File: config.mk
export PLATFORM = sky130hd
export DESIGN_NAME = biriscv_trace_retire_fifo
export DESIGN_NICKNAME = d
export VERILOG_FILES = /design/src/rtl/biriscv_trace_retire_fifo.sv
export SDC_FILE = /design/constraint.sdc
export NUM_CORES = 1
export LEC_CHECK = 0
export CORE_MARGIN = 3
export CORE_UTILIZATION = 50
export CTS_CLUSTER_SIZE = 28
export DETAILED_ROUTE_END_ITERATION = 16
export GPL_ROUTABILITY_DRIVEN = 0
export PLACE_DENSITY = 0.74
export SLEW_MARGIN = 15
export SYNTH_ARGS = -nofsm -noshare
export SYNTH_HDL_FRONTEND = slang
export SYNTH_SLANG_ARGS = --single-unit
File: constraint.sdc
create_clock -name clk_i -period 14.17 [get_ports clk_i]
set_input_delay 2.1255 -clock clk_i [delete_from_list [all_inputs] [get_ports clk_i]]
set_output_delay 2.1255 -clock clk_i [all_outputs]
set_load 0.01 [all_outputs]
File: src/rtl/biriscv_trace_retire_fifo.sv
// Dual-retire trace FIFO: captures up to two retired instructions per cycle in
// program order and replays them one per cycle; entries that do not fit are dropped.
module biriscv_trace_retire_fifo #(
  parameter int DEPTH  = 8,
  parameter int ADDR_W = 3
) (
  input  logic              clk_i,
  input  logic              rst_i,
  input  logic              flush_i,
  input  logic              ret0_valid_i,
  input  logic [31:0]       ret0_pc_i,
  input  logic [31:0]       ret0_opcode_i,
  input  logic              ret1_valid_i,
  input  logic [31:0]       ret1_pc_i,
  input  logic [31:0]       ret1_opcode_i,
  output logic              valid_o,
  output logic [31:0]       pc_o,
  output logic [31:0]       opcode_o,
  input  logic              accept_i,
  output logic [ADDR_W:0]   level_o,
  output logic              overflow_o,
  output logic [15:0]       drop_count_o
);

  localparam logic [ADDR_W:0] DEPTH_C = (ADDR_W+1)'(DEPTH);

  logic [ADDR_W:0]   count_q, count_d;
  logic [ADDR_W-1:0] rd_q, rd_d, wr_q, wr_d;
  logic              valid_q, valid_d;
  logic              overflow_q, overflow_d;
  logic [15:0]       drop_q, drop_d;
  logic [63:0]       mem_q [DEPTH];

  logic              pop_s;
  logic [ADDR_W:0]   space_s;
  logic [1:0]        nvalid_s, npush_s, ndrop_s;
  logic [63:0]       first_s, second_s;
  logic              we0_s, we1_s;
  logic [ADDR_W-1:0] wr1_s;
  logic [16:0]       drop_sum_s;

  // Next-state: pop frees a slot before pushes claim space; slot 1 drops first.
  always_comb begin
    pop_s      = valid_q & accept_i;
    space_s    = DEPTH_C - count_q + (ADDR_W+1)'(pop_s);
    nvalid_s   = {1'b0, ret0_valid_i} + {1'b0, ret1_valid_i};
    if (space_s >= (ADDR_W+1)'(nvalid_s)) begin
      npush_s = nvalid_s;
    end else begin
      npush_s = space_s[1:0];
    end
    ndrop_s    = nvalid_s - npush_s;
    first_s    = ret0_valid_i ? {ret0_pc_i, ret0_opcode_i} : {ret1_pc_i, ret1_opcode_i};
    second_s   = {ret1_pc_i, ret1_opcode_i};
    wr1_s      = wr_q + {{(ADDR_W-1){1'b0}}, 1'b1};
    drop_sum_s = {1'b0, drop_q} + {15'd0, ndrop_s};
    if (flush_i) begin
      we0_s      = 1'b0;
      we1_s      = 1'b0;
      count_d    = '0;
      rd_d       = '0;
      wr_d       = '0;
      overflow_d = overflow_q;
      drop_d     = drop_q;
    end else begin
      we0_s      = (npush_s != 2'd0);
      we1_s      = (npush_s == 2'd2);
      count_d    = count_q + (ADDR_W+1)'(npush_s) - (ADDR_W+1)'(pop_s);
      rd_d       = rd_q + ADDR_W'(pop_s);
      wr_d       = wr_q + ADDR_W'(npush_s);
      overflow_d = overflow_q | (ndrop_s != 2'd0);
      drop_d     = drop_sum_s[16] ? 16'hFFFF : drop_sum_s[15:0];
    end
    valid_d = (count_d != '0);
  end

  // Control state with asynchronous active-low reset.
  always_ff @(posedge clk_i or negedge rst_i) begin
    if (!rst_i) begin
      count_q    <= '0;
      rd_q       <= '0;
      wr_q       <= '0;
      valid_q    <= 1'b0;
      overflow_q <= 1'b0;
      drop_q     <= 16'd0;
    end else begin
      count_q    <= count_d;
      rd_q       <= rd_d;
      wr_q       <= wr_d;
      valid_q    <= valid_d;
      overflow_q <= overflow_d;
      drop_q     <= drop_d;
    end
  end

  // Entry storage; contents need no reset since valid_q gates the head.
  always_ff @(posedge clk_i) begin
    if (we0_s) begin
      mem_q[wr_q] <= first_s;
    end
    if (we1_s) begin
      mem_q[wr1_s] <= second_s;
    end
  end

  assign valid_o           = valid_q;
  assign {pc_o, opcode_o}  = valid_q ? mem_q[rd_q] : 64'd0;
  assign level_o           = count_q;
  assign overflow_o        = overflow_q;
  assign drop_count_o      = drop_q;

endmodule

* After elaboration in Yosys (flattened, before gate mapping) *
Memories as Yosys holds them, arrays and structs flattened.
Cells that the tools add are included.

cells by class
  shifts and indexed selects = 0
  $lt $le $gt $ge = 1
  reductions and logical operators = 3
  multipliers = 0
  bitwise gates (word level) = 2
  eq/ne operators = 1
  divide/modulo/power cells = 0
  add/subtract/negate cells = 10
  muxes and demuxes = 13

operators by type and width
  operator             count
  $mux 64              2
  $add 16x2->17        1
  $mux 16              1
  $mux 1               6
  $mux 3               2
  $add 4x1->4          1
  $add 4x2->4          1
  $ge 4x2->1           1
  $mux 4               1
  $reduce_bool 2->1    2
  $reduce_bool 4->1    1
  $sub 4x1->4          1
  $sub 4x4->4 const A  1
  $add 3x1->3          1
  $add 3x1->3 const B  1
  $add 3x2->3          1
  $add 1x1->2          1
  $eq 2x2->1 const B   1
  $mux 2               1
  $sub 2x2->2          1
  $and 1x1->1          1
  $or 1x1->1           1

storage, ports and cells
  bits in registers = 28
  ROM bits = 0
  latch bits = 0
  memories kept = 1
  output and inout port bits = 86
  input bits = 134
  bits in writable memories = 512
  logic and storage cells = 37

memories
  name   words  width  read ports  clocked after Yosys merged registers in  wr ports  line  text
  mem_q  8      64     1           0                                        2         32    logic [63:0] mem_q [DEPTH];

* Longest topological paths before layout *
Gate-level depths: netlist of the first run.

  depth after elaboration = 8
  gate-level depth with buffers = 18
  gate-level depth less buffers = 17

* Worst setup path before layout of the first run *
Ideal clock, no wire load.

  kind = input-to-reg
  from = input port accept_i
  to = memory mem_q[4][0], enable pin
  arrival time = 10.362 ns
  cell stages on the path = 9
  buffers on the path = 0
  setup time = 0.661 ns
  required time = 13.509 ns
  setup slack = 3.147 ns
  cell sequence = nand2_1 ha_1 inv_1 ha_1 ha_1 a211oi_2 nand2_1 mux2_2 o41ai_1

RTL lines
  item                line  text
  start: declaration  19    input logic accept_i,
  end: declaration    32

* Worst setup path in the final report of the first run *
  from = register rd_q[0]
  to = output port opcode_o[3]

between the ends
  word-level cells in the longest chain between the ends = 2

ends and longest elaborated chain
  item                      line  text
  start: declaration        28    logic [ADDR_W-1:0] rd_q, rd_d, wr_q, wr_d;
  start signal: assignment  88    rd_q <= rd_d;
  $mem_v2 8x64              n/a
  $mux 64                   107   assign {pc_o, opcode_o} = valid_q ? mem_q[rd_q] : 64'd0;
  end: declaration          18    output logic [31:0] opcode_o,

No other way between the ends.

==> impl_table.tex, run 1 <==
\begin{tabular}{lr}
\hline
Metric & Value \\
\hline
\multicolumn{2}{l}{\textbf{Status}} \\
\quad Outcome & finished, final reports clean \\
\multicolumn{2}{l}{\textbf{Routing}} \\
\quad Final routed DRC violation total & 0 \\
\quad Aggregate routed wire length & 68.4 mm \\
\quad Number of nets with antenna violations after detailed routing & 0 \\
\quad WL per Instance & 26.0 microns \\
\quad DR vias/cell & 6.05 \\
\quad Routed vias & 15,959 \\
\quad First-iteration detailed-routing DRC count & 1,272 \\
\quad Initial DRT Pass Iterations & 5 \\
\multicolumn{2}{l}{\textbf{Clock tree}} \\
\quad Clock tree sinks & 540 \\
\quad Clock slew at the register clock pins of the worst setup and hold paths & 0.06 ns \\
\quad Cts-stage hold buffer count & 0 \\
\quad Latest clock arrival within the worst-skew pair & 0.61 ns \\
\quad Clock Path Buffers & 3 \\
\quad Number of setup buffers added after CTS & 0 \\
\quad Cell at the root of the clock tree & clkbuf\_16 \\
\quad TritonCTS clock tree & yes \\
\quad \# H-tree levels & 2 \\
\quad Resized Gates After CTS & 0 \\
\quad Number of CTS-inserted buffers & 55 \\
\multicolumn{2}{l}{\textbf{Floorplan}} \\
\quad Num rows & 86 \\
\quad Count of pins on the block boundary & 220 \\
\quad Die Outline Area & 59,400 sq um \\
\quad Placeable core region & 55,500 sq um \\
\quad Die width & 244 microns \\
\quad Vertical die dimension & 244 microns \\
\quad Initial standard-cell utilization of the core & 0.509 \\
\multicolumn{2}{l}{\textbf{Power and ir drop}} \\
\quad Overall Power & 4.91 mW \\
\quad Static leakage & 10.7 nW \\
\quad Largest voltage drop on the vdd net & 0.109 mV \\
\quad Power density over the cells & 150 nW/um\^{}2 \\
\multicolumn{2}{l}{\textbf{Global route}} \\
\quad Overflow after GRT & 0 \\
\quad Pin count of the biggest net entering global routing & 66 \\
\quad Global-route wire length before repair & 105 mm \\
\quad Vias in the first global route & 17,272 \\
\quad Number of antenna violations at the first check in global routing & 5 \\
\quad Gr usage total & 0.231 \\
\multicolumn{2}{l}{\textbf{Logic synthesis}} \\
\quad Proportion of synthesized chip area in sequential cells & 0.569 \\
\quad Instance count of the mapped netlist & 1,653 \\
\quad Post-synthesis cell type count & 45 \\
\quad Syn nets & 1,805 \\
\quad Count leader, synth & edfxtp\_1 \\
\quad EDFF count, synth & 512 \\
\quad Cell type contributing the most total cell area after synthesis & edfxtp\_1 \\
\quad Cell types occupying the most area after synthesis & edfxtp\_1 54\%, mux2\_1 16\%, mux4\_2 10\% \\
\quad Share of the synthesized area in the top cell type & 0.545 \\
\quad Most frequently used flop master after synthesis & edfxtp\_1 \\
\quad Ranking of synthesized cells by instance count & 512 x edfxtp\_1, 392 x mux2\_1, 185 x mux2\_2 \\
\quad Share of flip-flops with an asynchronous set or reset after synthesis & 0.0519 \\
\quad Syn avg cell area & 17.1 sq um \\
\quad Synthesis-stage register bit count & 540 \\
\quad Count of synthesis-stage warnings from yosys & 0 \\
\quad Post-synth design cell area & 28,200 sq um \\
\multicolumn{2}{l}{\textbf{Timing}} \\
\quad Clock Skews & 0.0250 ns \\
\quad Unrepaired setup endpoints after global routing & false \\
\quad Pins Over Slew Limit & 0 \\
\quad Tightest Pin Transition & 1.20 ns \\
\quad Headroom to the max-slew limit & 0.198 \\
\quad Final min period & 7.16 ns \\
\quad Final setup TNS & 0 ns \\
\quad Highest clock rate & 140 MHz \\
\quad Final setup vio count & 0 \\
\quad Final Hold Violating Endpoints & 0 \\
\quad Final critical-path share of the clock period & 0.505 \\
\multicolumn{2}{l}{\textbf{Run}} \\
\quad Max-cap viol count & 0 \\
\multicolumn{2}{l}{\textbf{Setup path}} \\
\quad Worst-path maximum fanout & 45 \\
\quad Worst R2R Start & valid\_o \\
\quad Type of element launching the critical path & register \\
\quad Critical setup path kind & register to output pin \\
\quad Required time reported for the critical path endpoint & 12.04 ns \\
\quad CP startpoint & rd\_q[0] \\
\quad Type of element capturing the critical path & output pin \\
\quad Endpoint arrival time on the critical path & 5.03 ns \\
\multicolumn{2}{l}{\textbf{Cells and area}} \\
\quad Share of layout cells above drive strength 1 & 0.226 \\
\quad Count of nets after finishing & 1,998 \\
\quad Area grow syn2layout & 16.3\% \\
\quad Post-route cell area & 32,800 sq um \\
\quad Layout fillers & 4,239 \\
\multicolumn{2}{l}{\textbf{Place}} \\
\quad Standard cell area after detailed placement & 31,100 sq um \\
\quad Number of port buffers & 219 \\
\quad Detail Placement HPWL & 37.6 mm \\
\multicolumn{2}{l}{\textbf{Worst hold path}} \\
\quad Hold path startpoint & drop\_count\_o[8] \\
\quad Hold WC Path Type & register to register \\
\hline
\end{tabular}
per-stage QoR:
stage / std cells / utilization / hold WS, ns / setup WS [ns]
floorplan: 1653 / - / 0.561 / 3.15
global placement: 2535 / 0.561 / 0.535 / 7.36
detailed placement: 2535 / 0.561 / 0.558 / 7.21
CTS: 2633 / 0.590 / 0.575 / 6.81
global route: 2635 / 0.591 / 0.597 / 6.57
finish: 2637 / 0.591 / 0.568 / 7.01
kinds of logic (layout without fill, tap and decap cells):
| kind of cell | count (synthesis) | after routing | synth area share |
|---|---|---|---|
| adders and majority gates | 18 | 18 | 0.00851 |
| muxes | 774 | 774 | 0.357 |
| xor gates and xnor gates | 24 | 24 | 0.00745 |
| and+or+nand+nor | 140 | 140 | 0.0276 |
| AOI/OAI and AO/OA | 35 | 35 | 0.00993 |
| DFF | 540 | 540 | 0.569 |
| other | 0 | 2 | 0 |
| buffers and inverters | 122 | 356 | 0.0205 |
power by group:
group | switching, mW | internal, mW
registers | 0.0972 | 2.00
logic | 0.746 | 0.719
clock network | 0.588 | 0.764
state kept, by name, indices dropped and copies added (netlist names):
register and count:
valid_o 1, wr_q 3, level_o 4, overflow_o 1, mem_q 512, rd_q 3
drop_count_o 16
area by class of cell:
class                   instances  area [sq um]  share of cell area
diodes                          2          5.00            0.000152
clock buffers                  85          1550              0.0473
clock inverters                13          81.3             0.00248
inverters                      12          45.0             0.00137
multi-input cells             991         11700               0.356
flip-flops and latches        540         16100               0.490
well taps                     748           936              0.0285
repair buffers                246          2430              0.0741
critical path, cell delays in order (launching register included):
cell and delay [ns]:
dfrtp_4 1.11, buf_4 0.88, buf_4 0.83, mux4_2 0.59, mux2i_1 0.36, nor2b_1 0.10
clkdlybuf4s50_1 0.50
cell usage in the layout (no fill, tap or decap), types with 4 or more instances in the layout:
master           Yosys  routed
dfrtp_1             28      24
edfxtp_1           512     512
o211a_4              0       4
clkdlybuf4s50_1      0     218
clkbuf_1            32      26
nor2_1              16      16
nand3_1              4       4
mux4_2             128     128
clkinv_1             0       7
clkbuf_16            0      57
nand4_1              4       4
xnor2_1             15      15
buf_4               20      26
xor2_1               9       9
clkinv_2             0       5
ha_1                16      16
inv_1               12      12
mux2i_1             69      69
nor2b_1             74      74
o211ai_1             5       5
nand2_1             26      26
a41o_4               0       4
o21ai_0              5       4
mux2_1             392     392
mux2_2             185     185
routing by layer:
layer  vias to the layer above  routed length [microns]  track usage
li1                       7032                        -            -
met3                        89                     4410       0.0477
met5                         -                       42            0
met2                       461                    33600        0.387
met1                      8371                    29100        0.314
met4                         6                     1260       0.0519
worst paths after layout:
kind | endpoint | slack, ns | cells after the start
hold / removal | drop_count_o[8] | 0.57 | 2
setup / recovery | opcode_o[3] | 7.01 | 6
max in group asynchronous | rd_q[0] | 11.96 | 2
setup reg to reg | drop_count_o[4] | 9.57 | 16
hold reg to reg | drop_count_o[8] | 0.57 | 2
min in group asynchronous | drop_count_o[6] | 1.91 | 2
No activity file was read; power rests on OpenSTA's default activity.
==> run 2: changes to the inputs <==
Settings changed: PLACE_DENSITY 0.74 to 0.77.
Clock period 14.17 ns to 5.9 ns, I/O delays scaled along.
==> run 2 against run 1 <==
- highest routed layer unchanged
- non-clock buffer count is 9 higher
- clock-buffer cell count is 17 lower
- largest cell class unchanged
- design area is 1.2% higher
- global-route usage is 0.57 points higher
==> impl_table.tex, run 2 (synthesis results as in run 1) <==
\begin{tabular}{lr}
\hline
Metric & Value \\
\hline
\multicolumn{2}{l}{\textbf{Status}} \\
\quad Outcome & finished, final reports clean \\
\multicolumn{2}{l}{\textbf{Global route}} \\
\quad Vias in the first global route & 17,116 \\
\quad Overflow after GRT & 0 \\
\quad Number of antenna violations at the first check in global routing & 9 \\
\quad Global-route wire length before repair & 107 mm \\
\quad Gr usage total & 0.237 \\
\quad Pin count of the biggest net entering global routing & 66 \\
\multicolumn{2}{l}{\textbf{Cells and area}} \\
\quad Count of nets after finishing & 2,009 \\
\quad Most common library cell in the layout ignoring fill and taps & edfxtp\_1 \\
\quad Top library cells by usage in the layout, fill and taps aside & 512 x edfxtp\_1, 392 x mux2\_1, 218 x clkdlybuf4s50\_1 \\
\quad Share of layout cells above drive strength 1 & 0.235 \\
\quad Layout fillers & 4,167 \\
\quad Filler-free cell count of the finished design & 2,649 \\
\quad Number of flip-flops in the largest register & 512 \\
\quad Register name with the most flops & mem\_q \\
\quad Area grow syn2layout & 17.7\% \\
\multicolumn{2}{l}{\textbf{Timing}} \\
\quad Unrepaired setup endpoints after global routing & false \\
\quad Tightest Pin Transition & 0.973 ns \\
\quad Pins Over Slew Limit & 0 \\
\quad Clock Skews & 0.0149 ns \\
\quad Final Hold Violating Endpoints & 0 \\
\quad Final setup vio count & 0 \\
\quad Worst Setup Slack, final & 0.807 ns \\
\quad Final critical-path share of the clock period & 0.863 \\
\quad Headroom to the max-slew limit & 0.351 \\
\quad Worst Hold Slack & 0.559 ns \\
\quad Highest clock rate & 196 MHz \\
\quad Final min period & 5.09 ns \\
\multicolumn{2}{l}{\textbf{Routing}} \\
\quad Final routed DRC violation total & 0 \\
\quad Routed vias & 16,139 \\
\quad Initial DRT Pass Iterations & 4 \\
\quad WL per Instance & 26.6 microns \\
\quad Number of nets with antenna violations after detailed routing & 0 \\
\quad Detailed-route wire length on metal 1 & 29.2 mm \\
\quad Routed met3 length & 4.81 mm \\
\quad DR vias/cell & 6.09 \\
\quad Amount of wire on met2 after detailed routing & 34.7 mm \\
\quad First-iteration detailed-routing DRC count & 1,455 \\
\quad Aggregate routed wire length & 70.4 mm \\
\quad Uppermost signal routing layer after detailed routing & met5 \\
\multicolumn{2}{l}{\textbf{Clock tree}} \\
\quad Clock tree sinks & 540 \\
\quad Clock Path Buffers & 3 \\
\quad Number of setup buffers added after CTS & 0 \\
\quad \# H-tree levels & 2 \\
\quad Number of CTS-inserted buffers & 57 \\
\quad Latest clock arrival within the worst-skew pair & 0.61 ns \\
\quad Resized Gates After CTS & 0 \\
\quad Clock slew at the register clock pins of the worst setup and hold paths & 0.06 ns \\
\quad TritonCTS clock tree & yes \\
\quad Cell at the root of the clock tree & clkbuf\_16 \\
\quad Cts-stage hold buffer count & 0 \\
\multicolumn{2}{l}{\textbf{Floorplan}} \\
\quad Initial standard-cell utilization of the core & 0.509 \\
\quad Die width & 244 microns \\
\quad Count of pins on the block boundary & 220 \\
\quad Vertical die dimension & 244 microns \\
\quad Placeable core region & 55,500 sq um \\
\quad Num rows & 86 \\
\quad Die Outline Area & 59,400 sq um \\
\multicolumn{2}{l}{\textbf{Setup path}} \\
\quad Type of element launching the critical path & input port \\
\quad Critical setup path kind & input port to register \\
\quad Endpoint arrival time on the critical path & 5.60 ns \\
\quad Worst-path maximum fanout & 13 \\
\quad Required time reported for the critical path endpoint & 6.41 ns \\
\quad Type of element capturing the critical path & register \\
\multicolumn{2}{l}{\textbf{Worst hold path}} \\
\quad Hold WC Path Type & register to register \\
\multicolumn{2}{l}{\textbf{Place}} \\
\quad \# placed instances & 2,546 \\
\quad Worst setup slack after placement & 0.276 ns \\
\quad Detail Placement HPWL & 38.6 mm \\
\quad Number of port buffers & 219 \\
\multicolumn{2}{l}{\textbf{Power and ir drop}} \\
\quad Power density over the cells & 363 nW/um\^{}2 \\
\quad Static leakage & 10.8 nW \\
\quad Largest voltage drop on the vdd net & 0.251 mV \\
\multicolumn{2}{l}{\textbf{Run}} \\
\quad Max-cap viol count & 0 \\
\hline
\end{tabular}
run 2: cell count changes in the layout (fill, tap and decap cells not counted), sizes merged:
cell / before / now
buf: 28 / 37
bufinv: 1 / 4
clkinvlp: 0 / 1
diode: 2 / 4
clkinv: 12 / 24
inv: 12 / 14
clkbuf: 85 / 68
run 2: routing by layer:
layer,vias to the layer above,GRT usage
met5,-,0
met4,10,0.0584
met3,125,0.0510
met2,575,0.395
met1,8387,0.320
li1,7042,-
run 2: worst paths after layout:
path | startpoint | cells past startpoint | slack, ns | endpoint
setup / recovery | accept_i | 17 | 0.81 | drop_count_o[4]
hold / removal | drop_count_o[8] | 2 | 0.56 | drop_count_o[8]
setup reg to reg | valid_o | 16 | 1.10 | drop_count_o[4]
hold reg to reg | drop_count_o[8] | 2 | 0.56 | drop_count_o[8]
max in group asynchronous | rst_i | 2 | 4.90 | rd_q[2]
min in group asynchronous | rst_i | 2 | 0.70 | drop_count_o[2]
run 2: report_power, final:
| part | switching (mW) | internal, mW | leakage [nW] |
|---|---|---|---|
| Sequential | 0.251 | 4.78 | 4.98 |
| Clock | 1.46 | 1.98 | 0.860 |
| Combinational | 1.82 | 1.78 | 5.00 |
| Total | 3.53 | 8.55 | 10.8 |
run 2: critical path: stages:
cell             delay, ns
clkdlybuf4s50_1       0.42
nand2_1               0.15
ha_1                  0.20
inv_1                 0.06
ha_1                  0.38
ha_1                  0.35
a211oi_2              0.30
nand2_1               0.17
o21ai_0               0.54
ha_1                  0.35
inv_1                 0.08
ha_1                  0.19
fa_1                  0.21
nand3b_1              0.11
nor3_1                0.48
nand3_1               0.49
o21ai_0               0.22
run 2: metrics by stage:
step,power (mW),TNS (ns),util,instance area (sq um)
floorplan,7.22,-114.82,-,28300
global placement,8.66,0,0.567,31500
detailed placement,8.74,0,0.567,31500
CTS,12.2,0,0.598,33200
global route,12.6,0,0.599,33200
finish,12.1,0,0.599,33200
run 2: cell type report:
cell class,count,area [sq um],share of cell area
Clock buffer,68,1510,0.0454
Inverter,12,45.0,0.00136
Tap cell,748,936,0.0282
Antenna cell,4,10.0,0.000301
Sequential cell,540,16100,0.484
Clock inverter,31,249,0.00749
Multi-Input combinational cell,991,11700,0.353
Timing Repair Buffer,255,2690,0.0808
==> run 3: changes to the inputs <==
Settings changed: CAP_MARGIN set to 30.
==> run 3 against run 2 <==
- clock-buffer cell count is the same
- register-to-register slack gained 0.03 ns
- non-clock buffer count grew 1
- utilization is essentially flat
- global-route usage is the same
- critical endpoint unchanged
- sequential power shrank 0.8%
- critical path type unchanged
- die area is the same
- flip-flop and latch count is the same
==> impl_table.tex, run 3 (synthesis results as in run 1) <==
\begin{tabular}{lr}
\hline
Metric & Value \\
\hline
\multicolumn{2}{l}{\textbf{Status}} \\
\quad Outcome & finished, final reports clean \\
\multicolumn{2}{l}{\textbf{Clock tree}} \\
\quad Cell at the root of the clock tree & clkbuf\_16 \\
\quad TritonCTS clock tree & yes \\
\quad Clock tree sinks & 540 \\
\quad Latest clock arrival within the worst-skew pair & 0.61 ns \\
\quad Cts-stage hold buffer count & 0 \\
\quad Resized Gates After CTS & 0 \\
\quad Number of setup buffers added after CTS & 0 \\
\quad Number of CTS-inserted buffers & 57 \\
\quad \# H-tree levels & 2 \\
\quad Clock slew at the register clock pins of the worst setup and hold paths & 0.06 ns \\
\quad Clock Path Buffers & 3 \\
\multicolumn{2}{l}{\textbf{Floorplan}} \\
\quad Placeable core region & 55,500 sq um \\
\quad Initial standard-cell utilization of the core & 0.509 \\
\quad Num rows & 86 \\
\quad Count of pins on the block boundary & 220 \\
\quad Vertical die dimension & 244 microns \\
\quad Die Outline Area & 59,400 sq um \\
\quad Die width & 244 microns \\
\multicolumn{2}{l}{\textbf{Place}} \\
\quad Detail Placement HPWL & 38.6 mm \\
\quad Number of port buffers & 219 \\
\multicolumn{2}{l}{\textbf{Setup path}} \\
\quad Cell with the most instances on the worst path & ha\_1 \\
\quad Worst-case reg-to-reg path depth & 16 \\
\quad Type of element launching the critical path & input port \\
\quad Critical-path top delay cell & o21ai\_0 \\
\quad Required time reported for the critical path endpoint & 6.41 ns \\
\quad Number of gates on the worst path with buffers counted & 17 \\
\quad Crit path max-delay family & adder cells \\
\quad Type of element capturing the critical path & register \\
\quad Ordered list of cells on the worst path & clkdlybuf4s50\_1 > nand2\_1 > ha\_1 > inv\_1 > ha\_1 > ha\_1 > a211oi\_2 > nand2\_1 > o21ai\_0 > ha\_1 > inv\_1 > ha\_1 > fa\_1 > nand3b\_1 > nor3\_1 > nand3\_1 > o21ai\_0 \\
\quad CP startpoint & accept\_i \\
\quad R2R Path End & drop\_count\_o[4] \\
\quad Worst-path maximum fanout & 13 \\
\quad Worst R2R Setup Slack & 1.13 ns \\
\quad Setup crit end & drop\_count\_o[4] \\
\quad Critical setup path kind & input port to register \\
\quad Worst R2R Start & valid\_o \\
\quad Maximum single-stage delay on the critical path & 0.53 ns \\
\quad Critical path buffer and inverter count & 3 \\
\quad Endpoint arrival time on the critical path & 5.58 ns \\
\multicolumn{2}{l}{\textbf{Global route}} \\
\quad Global routing's busiest layer & met2 \\
\quad Met1 track demand over resource in global routing & 0.320 \\
\quad Global-route met3 utilization & 0.0510 \\
\quad Pin count of the biggest net entering global routing & 66 \\
\quad Gr usage total & 0.237 \\
\quad Number of antenna violations at the first check in global routing & 9 \\
\quad Overflow after GRT & 0 \\
\quad Vias in the first global route & 17,116 \\
\quad Met2 routing resource usage after global routing & 0.395 \\
\quad Global-route wire length before repair & 107 mm \\
\multicolumn{2}{l}{\textbf{Timing}} \\
\quad Final min period & 5.07 ns \\
\quad Headroom to the max-slew limit & 0.360 \\
\quad Pins Over Slew Limit & 0 \\
\quad Final setup vio count & 0 \\
\quad Tightest Pin Transition & 0.960 ns \\
\quad Final setup TNS & 0 ns \\
\quad Highest clock rate & 197 MHz \\
\quad Unrepaired setup endpoints after global routing & false \\
\quad Final Hold Violating Endpoints & 0 \\
\quad Final critical-path share of the clock period & 0.859 \\
\quad Clock Skews & 0.0127 ns \\
\multicolumn{2}{l}{\textbf{Cells and area}} \\
\quad Register name with the most flops & mem\_q \\
\quad Number of flip-flops in the largest register & 512 \\
\quad Area grow syn2layout & 17.8\% \\
\quad Most common library cell in the layout ignoring fill and taps & edfxtp\_1 \\
\quad Top library cells by usage in the layout, fill and taps aside & 512 x edfxtp\_1, 392 x mux2\_1, 218 x clkdlybuf4s50\_1 \\
\quad Final core occ & 0.599 \\
\quad Share of layout cells above drive strength 1 & 0.235 \\
\quad Count of nets after finishing & 2,010 \\
\multicolumn{2}{l}{\textbf{Routing}} \\
\quad Final routed DRC violation total & 0 \\
\quad Number of nets with antenna violations after detailed routing & 0 \\
\quad Aggregate routed wire length & 70.4 mm \\
\quad Initial DRT Pass Iterations & 5 \\
\quad Routed vias & 16,092 \\
\quad WL per Instance & 26.6 microns \\
\quad First-iteration detailed-routing DRC count & 1,370 \\
\quad DR vias/cell & 6.07 \\
\multicolumn{2}{l}{\textbf{Worst hold path}} \\
\quad Hold WC Path Type & register to register \\
\multicolumn{2}{l}{\textbf{Power and ir drop}} \\
\quad Overall Power & 12.1 mW \\
\quad Static leakage & 10.9 nW \\
\quad Power density over the cells & 363 nW/um\^{}2 \\
\quad Largest voltage drop on the vdd net & 0.258 mV \\
\multicolumn{2}{l}{\textbf{Run}} \\
\quad Max-cap viol count & 0 \\
\hline
\end{tabular}
## run 3: per-stage QoR
| step | area, sq um | hold WS (ns) | instances | worst slack (ns) |
|---|---|---|---|---|
| 2_1_floorplan | 28300 | 0.561 | 1653 | -0.833 |
| 3_3_place_gp | 31500 | 0.528 | 2546 | 0.501 |
| 3_5_place_dp | 31500 | 0.545 | 2546 | 0.276 |
| 4_1_cts | 33200 | 0.560 | 2645 | 0.883 |
| 5_1_grt | 33300 | 0.587 | 2648 | 0.480 |
| 6_report | 33300 | 0.559 | 2650 | 0.832 |
## run 3: worst min-delay path: cells and delay by family, from the launching register on
kind	cells	cell delay, ns
XOR/XNOR	1	0.08
flip-flops	1	0.39
AND/OR/NAND/NOR	1	0.05
## run 3: how the worst min path moves through the flow
stage / startpoint / endpoint / slack, ns / depth (start not counted)
4_1_cts: drop_count_o[8] / drop_count_o[8] / 0.56 / 2
3_5_place_dp: drop_count_o[8] / drop_count_o[8] / 0.54 / 2
5_1_grt: drop_count_o[8] / drop_count_o[8] / 0.59 / 2
3_3_place_gp: drop_count_o[8] / drop_count_o[8] / 0.53 / 2
2_1_floorplan: drop_count_o[0] / drop_count_o[0] / 0.56 / 2
6_report: drop_count_o[8] / drop_count_o[8] / 0.56 / 2
## run 3: area by class of cell
cell class,instances,area [sq um]
repair buffers,256,2710
flip-flops and latches,540,16100
fillers,4164,22300
clock inverters,31,249
clock buffers,68,1510
inverters,12,45.0
well taps,748,936
diodes,4,10.0
multi-input cells,991,11700
## run 3: routing by layer
layer	routed length [microns]	share of wire
met1	29200	0.42
met2	34500	0.49
met3	4980	0.071
met4	1610	0.023
met5	73	0.0010
## run 3: power by group
part           total, mW  internal [mW]  switching (mW)
Combinational       3.66           1.79            1.86
Clock               3.43           1.98            1.45
Sequential          5.00           4.79           0.212
